**src/rtl/mem_fill_pkg.sv**
```systemverilog
// mem_fill_pkg
//   Shared types and constants for the cache-fill responder.
//   - fill_state_e : responder FSM states
//   - owner_e      : which cache interface owns the current fill
//   - BLOCK_BYTES / WORD_BYTES / BLOCK_MASK : block geometry (16-byte blocks of 16-bit words)
package mem_fill_pkg;

  typedef enum logic [1:0] {
    IDLE  = 2'd0,
    ISSUE = 2'd1,
    DRAIN = 2'd2,
    DONE  = 2'd3
  } fill_state_e;

  typedef enum logic {
    OWN_D = 1'b0,
    OWN_I = 1'b1
  } owner_e;

  localparam int          BLOCK_BYTES = 16;
  localparam int          WORD_BYTES  = 2;
  localparam logic [15:0] BLOCK_MASK  = ~16'(BLOCK_BYTES - 1);

endpackage

```
**src/rtl/fill_latency_pipe.sv**
```systemverilog
// fill_latency_pipe
//   DEPTH-deep shift register of {valid, addr} that tracks backing-memory reads
//   in flight. An entry enters at stage 0 on the cycle the read is issued and
//   reaches the head exactly DEPTH cycles later, aligned with the read data.
// Ports:
//   clk        in   clock, rising edge
//   rst_n      in   asynchronous active-low clear of every stage
//   in_valid   in   a read is being issued this cycle
//   in_addr    in   byte address of that read
//   head_valid out  oldest stage holds a read whose data is on the bus now
//   head_addr  out  byte address belonging to that data
module fill_latency_pipe #(
  parameter int DEPTH = 4,
  parameter int AW    = 16
) (
  input  logic          clk,
  input  logic          rst_n,
  input  logic          in_valid,
  input  logic [AW-1:0] in_addr,
  output logic          head_valid,
  output logic [AW-1:0] head_addr
);

  logic [DEPTH-1:0] valid_q;
  logic [DEPTH-1:0] valid_d;
  logic [AW-1:0]    addr_q [DEPTH];
  logic [AW-1:0]    addr_d [DEPTH];

  always_comb begin
    valid_d[0] = in_valid;
    addr_d[0]  = in_addr;
    for (int i = 1; i < DEPTH; i++) begin
      valid_d[i] = valid_q[i-1];
      addr_d[i]  = addr_q[i-1];
    end
  end

  always_ff @(posedge clk or negedge rst_n) begin
    if (!rst_n) begin
      valid_q <= '0;
      for (int i = 0; i < DEPTH; i++) addr_q[i] <= '0;
    end else begin
      valid_q <= valid_d;
      for (int i = 0; i < DEPTH; i++) addr_q[i] <= addr_d[i];
    end
  end

  assign head_valid = valid_q[DEPTH-1];
  assign head_addr  = addr_q[DEPTH-1];

endmodule

```
**src/rtl/mem_fill_responder.sv**
```systemverilog
// mem_fill_responder
//   Memory side of the cache fill protocol. Arbitrates D/I fill requests
//   (data cache wins ties), issues one backing-memory read per cycle for the
//   whole block, then streams the returned words to the owning cache.
// Ports:
//   clk, rst                          clock; asynchronous active-low reset
//   DMemoryRequest/DMemoryAddress     data-cache fill request and miss address
//   IMemoryRequest/IMemoryAddress     instruction-cache fill request and miss address
//   MemRdEn/MemRdAddr                 backing-memory read strobe and byte address
//   MemRdData                         backing read data, MEM_LATENCY cycles after MemRdEn
//   MemData/MemAddress                fill word and its byte address
//   DCacheWriteEnable/ICacheWriteEnable  fill word belongs to D / I cache
//   MemStall                          responder busy
module mem_fill_responder
  import mem_fill_pkg::*;
#(
  parameter int WORDS_PER_BLOCK = 8,
  parameter int MEM_LATENCY     = 4
) (
  input  logic        clk,
  input  logic        rst,
  input  logic        DMemoryRequest,
  input  logic [15:0] DMemoryAddress,
  input  logic        IMemoryRequest,
  input  logic [15:0] IMemoryAddress,
  output logic        MemRdEn,
  output logic [15:0] MemRdAddr,
  input  logic [15:0] MemRdData,
  output logic [15:0] MemData,
  output logic [15:0] MemAddress,
  output logic        DCacheWriteEnable,
  output logic        ICacheWriteEnable,
  output logic        MemStall
);

  localparam int               CNT_W    = (WORDS_PER_BLOCK > 1) ? $clog2(WORDS_PER_BLOCK) : 1;
  localparam logic [CNT_W-1:0] LAST_IDX = CNT_W'(WORDS_PER_BLOCK - 1);

  fill_state_e      state_q, state_d;
  owner_e           owner_q, owner_d;
  logic [15:0]      base_q, base_d;
  logic [CNT_W-1:0] issue_cnt_q, issue_cnt_d;
  logic [CNT_W-1:0] ret_cnt_q, ret_cnt_d;

  logic             issuing;
  logic [15:0]      issue_addr;
  logic             head_valid;
  logic [15:0]      head_addr;

  assign issuing    = (state_q == ISSUE);
  assign issue_addr = base_q + 16'(issue_cnt_q) * 16'(WORD_BYTES);

  fill_latency_pipe #(
    .DEPTH (MEM_LATENCY),
    .AW    (16)
  ) u_pipe (
    .clk        (clk),
    .rst_n      (rst),
    .in_valid   (issuing),
    .in_addr    (issue_addr),
    .head_valid (head_valid),
    .head_addr  (head_addr)
  );

  always_comb begin
    state_d     = state_q;
    owner_d     = owner_q;
    base_d      = base_q;
    issue_cnt_d = issue_cnt_q;
    // Returns are counted wherever they land; they only ever occur during a fill.
    ret_cnt_d   = head_valid ? ret_cnt_q + CNT_W'(1) : ret_cnt_q;

    case (state_q)
      IDLE: begin
        issue_cnt_d = '0;
        ret_cnt_d   = '0;
        if (DMemoryRequest) begin
          state_d = ISSUE;
          owner_d = OWN_D;
          base_d  = DMemoryAddress & BLOCK_MASK;
        end else if (IMemoryRequest) begin
          state_d = ISSUE;
          owner_d = OWN_I;
          base_d  = IMemoryAddress & BLOCK_MASK;
        end
      end
      ISSUE: begin
        issue_cnt_d = issue_cnt_q + CNT_W'(1);
        if (issue_cnt_q == LAST_IDX) state_d = DRAIN;
      end
      DRAIN: begin
        // The last return of the block is being presented this cycle.
        if (head_valid && ret_cnt_q == LAST_IDX) state_d = DONE;
      end
      DONE:    state_d = IDLE;
      default: state_d = IDLE;
    endcase
  end

  always_ff @(posedge clk or negedge rst) begin
    if (!rst) begin
      state_q     <= IDLE;
      owner_q     <= OWN_D;
      base_q      <= '0;
      issue_cnt_q <= '0;
      ret_cnt_q   <= '0;
    end else begin
      state_q     <= state_d;
      owner_q     <= owner_d;
      base_q      <= base_d;
      issue_cnt_q <= issue_cnt_d;
      ret_cnt_q   <= ret_cnt_d;
    end
  end

  assign MemStall          = (state_q != IDLE);
  assign MemRdEn           = issuing;
  assign MemRdAddr         = issuing ? issue_addr : 16'h0000;
  assign MemData           = head_valid ? MemRdData : 16'h0000;
  assign MemAddress        = head_valid ? head_addr : 16'h0000;
  assign DCacheWriteEnable = head_valid && (owner_q == OWN_D);
  assign ICacheWriteEnable = head_valid && (owner_q == OWN_I);

endmodule

```
**config.mk**
```make
export PLATFORM = sky130hd
export DESIGN_NAME = mem_fill_responder
export DESIGN_NICKNAME = d
export VERILOG_FILES = /design/src/rtl/mem_fill_pkg.sv /design/src/rtl/fill_latency_pipe.sv /design/src/rtl/mem_fill_responder.sv
export SDC_FILE = /design/constraint.sdc
export NUM_CORES = 1
export LEC_CHECK = 0
export CAP_MARGIN = 20
export CORE_UTILIZATION = 45
export DETAILED_ROUTE_END_ITERATION = 10
export PLACE_DENSITY = 0.88
export SETUP_SLACK_MARGIN = 0.5
export SYNTH_ARGS = -nofsm -noshare
export SYNTH_HDL_FRONTEND = slang
export SYNTH_HIERARCHICAL = 1
export SYNTH_SLANG_ARGS = --single-unit
```
**constraint.sdc**
```tcl
create_clock -name clk -period 2 [get_ports clk]
set_clock_uncertainty 0.1 [all_clocks]
set_input_delay 0.2 -clock clk [delete_from_list [all_inputs] [get_ports clk]]
set_output_delay 0.2 -clock clk [all_outputs]
set_load 0.005 [all_outputs]
```
==> flow_metrics.env, run 1 <==
export IMPL_outcome="complete, but fails checks"
export IMPL_violations="design-rule violations"
export IMPL_numPortBuffers=94
export IMPL_grt_pass1_wl_um=9780
export IMPL_finalSetupViolCount=0
export IMPL_num_rows=29
export IMPL_r2r_slack_ns=0.17
export IMPL_nNetsFinal=412
export IMPL_root_buffer="clkbuf_8"
export IMPL_synth_xor_area_share_pct=0.283
export IMPL_synth_top_family_by_area="simple AND/OR/NAND/NOR gates"
export IMPL_die_area_mm2=0.00722
export IMPL_synth_distinct_cells=23
export IMPL_max_slew_margin_pct=65.4
export IMPL_power_density_mw_per_mm2=1460
export IMPL_required_ns=2.13
export IMPL_grt_pass1_vias=2056
export IMPL_die_h_um=85.0
export IMPL_switchingPower_w=0.00211
export IMPL_diodes=0
export IMPL_syn_area_mm2=0.00310
export IMPL_drive_gt1_share_pct=45.9
export IMPL_hp_class="reg -> reg"
export IMPL_postSynth_asyncResetShare_pct=100
export IMPL_clk_latency_ns=0.35
export IMPL_synth_cells=219
export IMPL_ir_drop_uv=900
export IMPL_switching_share_pct=29.1
export IMPL_cp_max_fo=4
export IMPL_grt_ovfl_total=0
export IMPL_min_period_ns=1.83
export IMPL_synthTopCellsByCount="dfrtp_1 (89), and2_1 (48), mux2i_1 (14), nand2_1 (14), o21ai_0 (12)"
export IMPL_p_leak_nw=2.43
export IMPL_combPwrFrac_pct=42.2
export IMPL_die_width_um=85.0
export IMPL_synthTopCellsByArea="dfrtp_1 (72%), and2_1 (9.7%), mux2i_1 (4.5%), ha_1 (3.2%), o21ai_0 (1.9%)"
export IMPL_cts_tree="built"
export IMPL_rsz0062_at_grt="yes"
export IMPL_hold_viol_final=0
export IMPL_htreeDepth=3
export IMPL_syn_area_per_cell_um2=14.1
export IMPL_via_per_inst=4.65
export IMPL_synth_most_common_cell="dfrtp_1"
export IMPL_synth_edff_count=0
export IMPL_drv_slew=0
export IMPL_dr_pass1_iters=7
export IMPL_pin_count=104
export IMPL_synth_top_area_share_pct=71.9
export IMPL_multi_input_area_um2=982
export IMPL_finalSetupTns_ns=0
export IMPL_drc_errors=7
export IMPL_tightest_slew_ns=0.518
export IMPL_clockPowerShare_pct=17.3
export IMPL_cp_start_kind="flip-flop"
export IMPL_yosys_area_share_adder_pct=3.23
export IMPL_antenna_left=0
export IMPL_grtUsageTotal_pct=18.1
export IMPL_ys_ff_latch=89
export IMPL_clock_sinks=89
export IMPL_cp_data_arrival_time_ns=1.97
export IMPL_antenna_found_initial=0
export IMPL_synthSimpleGateAreaFrac_pct=12.6
export IMPL_ys_warn_count=6
export IMPL_post_drt_wl_per_cell_um=15.0
export IMPL_synth_top_cell_by_area="dfrtp_1"
export IMPL_coreArea_mm2=0.00649
export IMPL_fin_crit_sh_pct=91.7
export IMPL_n_fill_cell=394
export IMPL_cts_made_buffers=9
export IMPL_synth_flop_cell="dfrtp_1"
export IMPL_fmax_mhz=545
export IMPL_grt_start_max_net_pins=46
export IMPL_clk_pin_slew_ns=0.09
export IMPL_yosys_mux_area_fraction_pct=5.25
export IMPL_ys_seq_area_share_pct=71.9
export IMPL_clock_path_buffers=2
export IMPL_dr_total_vias=2019
export IMPL_start_util_pct=47.7
export IMPL_p_int_w=0.00516
export IMPL_synth_compound_area_share_pct=4.24
export IMPL_cap_violations=0
export IMPL_worst_hold_slack_ns=0.253
export IMPL_first_iter_violations=91
export IMPL_seq_power_share_pct=40.6
export IMPL_totalWireLength_um=6520
export IMPL_register_area_mm2=0.00223
export IMPL_utilization_pct=76.5
export IMPL_gp_congestion=0.721
export IMPL_dp_hpwl_um=3760
export IMPL_cp_end_kind="flip-flop"
export IMPL_area_growth_pct=60.5
export IMPL_critPathKind="reg -> reg"
cell families (layout without fill, tap and decap cells):
logic type               count (synthesis)  after routing
flip-flops                              89             89
adder cells (fa/ha/maj)                  8              8
XOR/XNOR                                 1              1
multiplexers                            16             16
AO/OA/AOI/OAI                           19             19
buffers and inverters                   15            152
AND/OR/NAND/NOR                         70             70
other                                    1              2
path summary, 6_finish.rpt:
| check | start | end | cells past startpoint |
|---|---|---|---|
| worst max-delay path | state_q[0] | state_q[1] | 7 |
| worst min-delay path | u_pipe/addr_d[42] | u_pipe/addr_d[26] | 0 |
| worst max register to register | state_q[0] | state_q[1] | 7 |
| worst min register to register | u_pipe/addr_d[42] | u_pipe/addr_d[26] | 0 |
| max in group asynchronous | rst | u_pipe/valid_q[3] | 3 |
| min in group asynchronous | rst | base_q[10] | 2 |
flip-flops by register name (all words and copies together) (netlist names):
| name | count |
|---|---|
| u_pipe/addr_d | 48 |
| u_pipe/head_addr | 16 |
| base_q | 12 |
| u_pipe/valid_q | 4 |
| issue_cnt_q | 3 |
| ret_cnt_q | 3 |
| state_q | 2 |
| owner_q | 1 |
per-stage QoR:
stage | worst slack, ns | instance area (um2) | power [W] | instances
after floorplan | 0.461 | 3110 | 0.00370 | 220
after global placement | 0.215 | 4150 | 0.00454 | 388
after detailed placement | 0.178 | 4150 | 0.00468 | 388
after CTS | 0.203 | 4720 | 0.00683 | 432
after global routing | 0.105 | 4970 | 0.00768 | 434
final | 0.166 | 4970 | 0.00728 | 434
layout by cell type (no fill, tap or decap), types with 2 or more instances in the layout:
cell             count
and2_4              45
mux2i_1             14
conb_1               2
ha_1                 6
ha_4                 2
inv_6                4
buf_12               3
buf_16               3
clkbuf_8             9
nand2_1             14
buf_4               18
o21ai_1              4
nor2b_4              2
mux2_4               2
buf_2                4
a22o_1               2
clkdlybuf4s50_1     42
dfrtp_1             88
o21ai_0              9
nor2_1               4
buf_6               59
and2_1               3
area by class of cell:
class	instances	share of cell area, %
clock buffers	9	2.49
clock inverters	7	1.69
inverters	3	0.277
well taps	77	1.94
multi-input cells	116	19.8
flip-flops and latches	89	44.8
repair buffers	133	29.0
worst max-delay path, cell delays in order, from the launching register on:
cell	delay, ns
dfrtp_1	0.43
ha_4	0.19
buf_6	0.12
buf_6	0.11
buf_6	0.10
nor2b_4	0.13
a221oi_4	0.21
mux2_4	0.33
per-layer routing:
| metal | track usage (%) | routed length, um | share of wire, % |
|---|---|---|---|
| met1 | 21.0 | 2430 | 37 |
| met2 | 31.6 | 3620 | 55 |
| met3 | 4.09 | 288 | 4.4 |
| met4 | 8.94 | 179 | 2.7 |
| met5 | 0 | 0 | 0 |
power groups by stage:
stage	logic, W	clock network, W	registers, W
6_report	0.00307	0.00126	0.00295
5_1_grt	0.00328	0.00136	0.00303
4_1_cts	0.00262	0.00128	0.00292
3_5_place_dp	0.00174	0	0.00294
3_3_place_gp	0.00167	0	0.00287
2_1_floorplan	0.000898	0	0.00281
what timing repair did:
item | in CTS | in global routing
pin swaps | 1 | 2
setup endpoints to repair | 54 | 69
endpoints found under the hold margin | 42 | 0
cloned | 4 | 1
buffers inserted | 23 | 1
resized for setup | 273 | 56
hold buffers | 1 | 0
(Power assumes the default switching activity.)
==> inputs of run 2 (changes only) <==
==> constraint.sdc (replaced) <==
create_clock -name clk -period 1.8 [get_ports clk]
set_clock_uncertainty 0.1 [all_clocks]
set_input_delay 0.18 -clock clk [delete_from_list [all_inputs] [get_ports clk]]
set_output_delay 0.18 -clock clk [all_outputs]
set_load 0.005 [all_outputs]
==> flow_metrics.env, run 2 (synthesis results as in run 1) <==
export IMPL_outcome="complete, but fails checks"
export IMPL_violations="design-rule violations, negative setup slack"
export IMPL_grt_start_max_net_pins=90
export IMPL_largest_reg_flops=48
export IMPL_hp_start="u_pipe/addr_d[30]"
export IMPL_clock_path_buffers=2
export IMPL_cp_max_fo=5
export IMPL_cap_violations=0
export IMPL_min_period_ns=1.80
export IMPL_root_buffer="clkbuf_8"
export IMPL_htreeDepth=3
export IMPL_gp_congestion=0.748
export IMPL_die_h_um=85.0
export IMPL_switchingPower_w=0.00263
export IMPL_cp_start_kind="flip-flop"
export IMPL_seq_power_share_pct=40.2
export IMPL_drive_gt1_share_pct=52.4
export IMPL_finalSetupTns_ns=-0.00608
export IMPL_layout_common_cells="dfrtp_1 (88), buf_6 (63), and2_4 (45), clkdlybuf4s50_1 (42), buf_4 (17)"
export IMPL_area_growth_pct=63.2
export IMPL_fmax_mhz=554
export IMPL_first_iter_violations=121
export IMPL_fin_crit_sh_pct=100
export IMPL_grt_ovfl_total=0
export IMPL_cts_made_buffers=9
export IMPL_finalSetupViolCount=2
export IMPL_power_density_mw_per_mm2=1650
export IMPL_num_rows=29
export IMPL_post_drt_wl_per_cell_um=17.6
export IMPL_grt_pass1_wl_um=10700
export IMPL_total_power_w=0.00832
export IMPL_p_int_w=0.00569
export IMPL_dr_total_vias=2118
export IMPL_cts_tree="built"
export IMPL_cp_data_arrival_time_ns=1.52
export IMPL_dr_pass1_iters=9
export IMPL_antenna_left=0
export IMPL_clockPowerShare_pct=16.0
export IMPL_drv_slew=0
export IMPL_ir_drop_uv=943
export IMPL_rsz0062_at_grt="yes"
export IMPL_clk_latency_ns=0.36
export IMPL_pin_count=104
export IMPL_dp_slack_ns=-0.0266
export IMPL_grtUsageTotal_pct=19.8
export IMPL_r2r_start="state_q[1]"
export IMPL_drc_errors=11
export IMPL_coreArea_mm2=0.00649
export IMPL_switching_share_pct=31.7
export IMPL_hp_class="reg -> reg"
export IMPL_numPortBuffers=94
export IMPL_die_area_mm2=0.00722
export IMPL_r2r_slack_ns=0.04
export IMPL_grt_pass1_vias=2210
export IMPL_start_util_pct=47.7
export IMPL_required_ns=1.52
export IMPL_combPwrFrac_pct=43.9
export IMPL_p_leak_nw=2.45
export IMPL_clk_pin_slew_ns=0.10
export IMPL_antenna_found_initial=0
export IMPL_hold_viol_final=0
export IMPL_startpoint="state_q[1]"
export IMPL_fin_ws_ns=-0.00466
export IMPL_cp_end_kind="primary output"
export IMPL_die_width_um=85.0
export IMPL_clock_sinks=89
export IMPL_via_per_inst=4.86
export IMPL_layout_commonest_cell="dfrtp_1"
export IMPL_dp_hpwl_um=3900
export IMPL_diodes=0
export IMPL_critPathKind="reg -> out"
export IMPL_nNetsFinal=414
export IMPL_worst_hold_slack_ns=0.250
export IMPL_n_fill_cell=364
export IMPL_totalWireLength_um=7660
## run 2: final cells by class
class / count / area, um2 / share of cell area (%)
multi-input combinational: 116 / 1060 / 21.0
timing repair buffer: 135 / 1460 / 28.8
sequential: 89 / 2230 / 44.1
inverter: 3 / 16.3 / 0.322
tap: 77 / 96.3 / 1.91
clock buffer: 9 / 124 / 2.45
clock inverter: 7 / 72.6 / 1.44
## run 2: repair_timing
item / in CTS / in global routing
endpoints found under the setup margin: 70 / 70
buffers inserted: 12 / 14
gates resized for setup: 259 / 103
hold buffers: 1 / 0
hold endpoints to repair: 89 / 0
cloned: 5 / 3
pin swaps: 5 / 16
## run 2: path summary, 6_finish.rpt
kind | to | cells past startpoint
max in group asynchronous | u_pipe/valid_q[3] | 3
worst max-delay path | MemRdAddr[2] | 6
worst min-delay path | u_pipe/addr_d[14] | 0
min in group asynchronous | u_pipe/head_addr[10] | 3
worst min register to register | u_pipe/addr_d[14] | 0
worst max register to register | state_q[1] | 7
## run 2: per-layer routing
layer	track usage (%)	up-vias	wire length [um]
met5	0	-	0
met4	10.3	0	102
met3	4.38	8	435
met2	35.0	95	4200
met1	22.5	1045	2930
li1	-	970	-
## run 2: worst max-delay path, stage by stage (launching register included)
cell and delay [ns]:
dfrtp_1 0.40, inv_2 0.08, ha_4 0.18, buf_4 0.13, buf_6 0.12, and2_4 0.15
buf_6 0.11
## run 2: power groups by stage
stage,logic (W),clock network (W),registers (W)
detailed placement,0.00200,0,0.00329
finish,0.00365,0.00133,0.00334
CTS,0.00259,0.00131,0.00325
global route,0.00386,0.00143,0.00342
floorplan,0.00106,0,0.00312
global placement,0.00192,0,0.00320
## run 2: through the flow
step                      area [um2]  utilization, %  std cells
final                           5050            77.8        436
after global routing            5050            77.8        436
after CTS                       4540            69.9        419
after detailed placement        4170            64.1        385
after global placement          4170            64.1        385
after floorplan                 3150               -        220
